**src/rtl/instruction_queue.sv**
```systemverilog
// DEPTH-entry instruction prefetch queue with combinational field decode of the head entry.
// Circular buffer with explicit pointer wrap, so DEPTH need not be a power of two.
module instruction_queue #(
  parameter int INSTR_W = 16,
  parameter int DEPTH   = 4,
  parameter int OPC_W   = 4,
  parameter int REG_W   = 4,
  parameter int IMM_W   = 8
) (
  input  logic                         CLK,
  input  logic                         Reset,
  input  logic [INSTR_W-1:0]           input_IR_Instru,
  input  logic                         input_IR_valid,
  output logic                         Output_IR_ready,
  input  logic                         input_IR_advance,
  input  logic                         input_IR_flush,
  output logic                         Output_IR_valid,
  output logic [INSTR_W-1:0]           Output_IR_Instru,
  output logic [OPC_W-1:0]             Output_IR_Opcode,
  output logic [REG_W-1:0]             Output_IR_RegD,
  output logic [REG_W-1:0]             Output_IR_RegA,
  output logic [REG_W-1:0]             Output_IR_RegB,
  output logic [INSTR_W-1:0]           Output_IR_Imm,
  output logic [$clog2(DEPTH+1)-1:0]   Output_IR_Count,
  output logic                         Output_IR_Drop
);

  localparam int CNT_W = $clog2(DEPTH + 1);
  localparam int PTR_W = $clog2(DEPTH);
  localparam logic [CNT_W-1:0] FULL_CNT = CNT_W'(DEPTH);
  localparam logic [PTR_W-1:0] LAST_PTR = PTR_W'(DEPTH - 1);

  logic [INSTR_W-1:0] mem_q [DEPTH];
  logic [PTR_W-1:0]   wr_ptr_q, wr_ptr_d;
  logic [PTR_W-1:0]   rd_ptr_q, rd_ptr_d;
  logic [CNT_W-1:0]   cnt_q, cnt_d;
  logic               drop_q, drop_d;
  logic               full, empty;
  logic               push_acc, pop_acc, push_rej;
  logic [INSTR_W-1:0] head;

  function automatic logic [PTR_W-1:0] ptr_inc(input logic [PTR_W-1:0] p);
    return (p == LAST_PTR) ? '0 : p + PTR_W'(1);
  endfunction

  function automatic logic [INSTR_W-1:0] sign_ext(input logic [INSTR_W-1:0] w);
    logic [INSTR_W-1:0] r;
    for (int i = 0; i < INSTR_W; i++) begin
      r[i] = (i < IMM_W) ? w[i] : w[IMM_W-1];
    end
    return r;
  endfunction

  assign full     = (cnt_q == FULL_CNT);
  assign empty    = (cnt_q == '0);
  // Flush wins over a concurrent push or advance.
  assign push_acc = input_IR_valid && !full && !input_IR_flush;
  assign pop_acc  = input_IR_advance && !empty && !input_IR_flush;
  assign push_rej = input_IR_valid && full && !input_IR_flush;

  always_comb begin
    wr_ptr_d = wr_ptr_q;
    rd_ptr_d = rd_ptr_q;
    cnt_d    = cnt_q;
    drop_d   = drop_q;
    if (input_IR_flush) begin
      wr_ptr_d = '0;
      rd_ptr_d = '0;
      cnt_d    = '0;
      drop_d   = 1'b0;
    end else begin
      if (push_acc) wr_ptr_d = ptr_inc(wr_ptr_q);
      if (pop_acc)  rd_ptr_d = ptr_inc(rd_ptr_q);
      case ({push_acc, pop_acc})
        2'b10:   cnt_d = cnt_q + CNT_W'(1);
        2'b01:   cnt_d = cnt_q - CNT_W'(1);
        default: cnt_d = cnt_q;
      endcase
      if (push_rej) drop_d = 1'b1;
    end
  end

  always_ff @(posedge CLK) begin
    if (Reset) begin
      wr_ptr_q <= '0;
      rd_ptr_q <= '0;
      cnt_q    <= '0;
      drop_q   <= 1'b0;
    end else begin
      wr_ptr_q <= wr_ptr_d;
      rd_ptr_q <= rd_ptr_d;
      cnt_q    <= cnt_d;
      drop_q   <= drop_d;
    end
  end

  // Storage is not reset; stale contents are hidden behind the valid mask.
  always_ff @(posedge CLK) begin
    if (push_acc && !Reset) mem_q[wr_ptr_q] <= input_IR_Instru;
  end

  assign head = empty ? '0 : mem_q[rd_ptr_q];

  assign Output_IR_ready  = !full;
  assign Output_IR_valid  = !empty;
  assign Output_IR_Count  = cnt_q;
  assign Output_IR_Drop   = drop_q;
  assign Output_IR_Instru = head;
  assign Output_IR_Opcode = head[INSTR_W-1 -: OPC_W];
  assign Output_IR_RegD   = head[INSTR_W-OPC_W-1 -: REG_W];
  assign Output_IR_RegA   = head[INSTR_W-OPC_W-REG_W-1 -: REG_W];
  assign Output_IR_RegB   = head[REG_W-1:0];
  assign Output_IR_Imm    = sign_ext(head);

endmodule

```
**config.mk**
```make
export PLATFORM = sky130hd
export DESIGN_NAME = instruction_queue
export DESIGN_NICKNAME = d
export VERILOG_FILES = /design/src/rtl/instruction_queue.sv
export SDC_FILE = /design/constraint.sdc
export NUM_CORES = 1
export LEC_CHECK = 0
export ABC_CLOCK_PERIOD_IN_PS = 2200
export CAP_MARGIN = 40
export CELL_PAD_IN_SITES_DETAIL_PLACEMENT = 0
export CELL_PAD_IN_SITES_GLOBAL_PLACEMENT = 1
export CORE_UTILIZATION = 38
export CTS_BUF_LIST = sky130_fd_sc_hd__clkbuf_8
export DETAILED_ROUTE_END_ITERATION = 8
export PLACE_DENSITY_LB_ADDON = 0.1
export SYNTH_ARGS = -nofsm -noshare
export SYNTH_HDL_FRONTEND = slang
export SYNTH_SLANG_ARGS = --single-unit
```
**constraint.sdc**
```tcl
create_clock -name CLK -period 2.2 [get_ports CLK]
set_input_delay 0.33 -clock CLK [delete_from_list [all_inputs] [get_ports CLK]]
set_output_delay 0.33 -clock CLK [all_outputs]
set_load 0.02 [all_outputs]
```
==> qor.txt <==
Cells after DPL - 358
Fraction of layout cells with a size suffix above 1 - 40.4%
P_sw - 584 uW
Die height - 94.0 um
Final setup vio count - 0
Syn-to-layout area delta - 28.0%
Final hold violation count - 0
Worst Path Required - 1.87 ns
Worst-path fanout max - 6
CP endpoint kind - output port
WL final - 5620 um
Setup CP Type - flop to output port
Starting Density - 39.1%
Comb pwr share - 7.0%
VDD IR max - 0.261 mV
Total GRT Usage - 13.8%
Clock share of power - 38.9%
Root Driver - clkbuf_8
WL/cell - 15.0 um
Synth top area share - 59.8%
Row cnt - 33
Via density - 4.66
Chip width - 94.0 um
# clock sinks - 74
Status - finished, final reports clean
Switching fraction of total power - 20.5%
Total CTS buffers - 9
DP HPWL - 3870 um
Seq/Total Area, Yosys - 66.0%
I/O pin total - 75
Worst Hold Class - flop to flop
Worst-path clk slew - 0.08 ns
Most area-hungry cell type in the Yosys netlist - edfxtp_1
DRC - 0
Top Usage Layer GRT - met2
Final Skew - 0.00919 ns
Longest Clk Path Bufs - 2
Cell variety after synth - 29
Most common cell in the synthesized netlist - edfxtp_1
Yosys warning total - 0
Final period util - 97.2%
Critical Path Start Type - flop
DRT Pass-1 Iters - 4
Congestion Overflow GR - 0
Number of port buffers - 74
Post-CTS Hold Fix Bufs - 0
Post-Syn Area per Cell - 16.5 um2
Commonest cells post-synth - edfxtp_1 (64), buf_4 (32), mux4_2 (16)
Non-filler cells, final - 375
Synth Instances - 195
Max Cap Viol - 0
Met1 Use GR - 17.7%
Post-route setup TNS - 0 ns
Layout Nets - 294
First-pass GRT wire length - 8560 um
Post-synth ARST share - 0%
Max Fclk - 468 MHz
Via count - 1746
CP Data Arrival Time - 1.81 ns
Clock latency on the worst-skew pair - 0.35 ns
Net Count, Synth - 223
Netlist Area Pre-Place - 3220 um2
Total Power - 2840 uW
Inserted Diodes - 0
Vias in the first global route - 1594
Die ar. - 8830 um2
CTS H-Tree Depth - 3
Initial antenna violation count - 0
Final Critical Period - 2.14 ns
Max_slew headroom - 76.3%
Largest net degree at the start of global routing - 18
Design Area, Final - 4120 um2
Post-DP Area - 4020 um2
Ranking of synthesized cells by area - edfxtp_1 (60%), mux4_2 (11%), buf_4 (7.5%)
Worst slew pin tran - 0.353 ns
Post-synth EDFFs - 64
TritonCTS clock tree - built
Synth Flop Type - edfxtp_1
Seq cells post-synth - 74
Antenna viol nets, final - 0
Placer Congestion - 0.690
Met2 Use GR - 21.4%
Sequential share of power - 54.2%
RSZ-0062 raised after global routing - yes
Core area - 8220 um2
Cell area power density - 691 nW/um2
Starting DRT DRC Count - 82
Pins Over Slew Limit - 0
P_int - 2260 uW
Met3 Use GR - 4.21%
Worst hold slack - 0.470 ns
Leak - 0.00153 uW
## through the flow
step / util (%) / setup WS (ns)
2_1_floorplan: - / 0.000180
3_3_place_gp: 49.0 / -0.0334
3_5_place_dp: 49.0 / -0.0801
4_1_cts: 51.1 / 0.00309
5_1_grt: 50.1 / -0.00238
6_report: 50.1 / 0.0612
## critical path, stage by stage, from the launching register on
cell and delay (ns):
dfxtp_4 0.38, or3b_4 0.39, buf_4 0.16, clkdlybuf4s50_1 0.53
## state kept, by name, indices dropped and copies added (netlist names), named ones only
| register | count |
|---|---|
| rd_ptr_q | 2 |
| mem_q | 64 |
| wr_ptr_q | 2 |
| Output_IR_Count | 3 |
| Output_IR_Drop | 1 |
## power groups by stage
stage	registers (uW)	clock network, uW	logic [uW]
2_1_floorplan	1570	0	113
3_3_place_gp	1570	0	219
3_5_place_dp	1570	0	220
4_1_cts	1540	1130	207
5_1_grt	1540	1190	216
6_report	1540	1100	198
## area by class of cell
cell class                      count  area [um2]
Sequential cell                    74        2130
Clock inverter                      6        83.8
Timing Repair Buffer               98         831
Inverter                            7        26.3
Multi-Input combinational cell     76         790
Clock buffer                        9         124
Tap cell                          105         131
Fill cell                         712        4100
## logic make-up after synthesis
| logic type | count (synthesis) | share of synthesized area, % |
|---|---|---|
| adder cells (fa/ha/maj) | 7 | 2.96 |
| AO/OA/AOI/OAI | 9 | 1.63 |
| buffers and inverters | 45 | 9.84 |
| multiplexers | 17 | 11.5 |
| AND/OR/NAND/NOR | 41 | 7.51 |
| flip-flops | 74 | 66.0 |
| XOR/XNOR | 2 | 0.545 |
## repair_timing
| item | CTS | global route |
|---|---|---|
| resized for setup | 148 | 18 |
| cloned | 0 | 0 |
| setup buffers | 2 | 0 |
| setup endpoints to repair | 48 | 29 |
## metal layers
layer / routed length [um] / vias up
li1: - / 827
met1: 2520 / 854
met2: 2640 / 57
met3: 362 / 8
met4: 90 / 0
met5: 0 / -
## path summary, 6_finish.rpt
path	start	cells past startpoint	end	slack, ns
setup / recovery	Output_IR_Count[2]$_SDFFE_PP0P_	3	Output_IR_ready	0.06
hold / removal	Output_IR_Drop$_SDFFE_PP0P_	1	Output_IR_Drop$_SDFFE_PP0P_	0.47
setup reg to reg	Output_IR_Count[2]$_SDFFE_PP0P_	8	Output_IR_Count[2]$_SDFFE_PP0P_	0.11
hold reg to reg	Output_IR_Drop$_SDFFE_PP0P_	1	Output_IR_Drop$_SDFFE_PP0P_	0.47
## layout by cell type (no fill, tap or decap), drive strengths merged, types with 4 or more instances in the layout
master         synthesis  final
inv                    7      8
clkdlybuf4s15          0     11
dfxtp                 10     10
and2b                  5      5
dlygate4sd2            0      5
and2                   4      4
ha                     6      6
buf                   37     51
nor2                   7      7
clkbuf                 1     14
nand2                  5      5
a21oi                  4      4
nor2b                 12     12
edfxtp                64     64
clkdlybuf4s50          0     26
mux4                  16     16
Power figures use the tool's default switching activity.
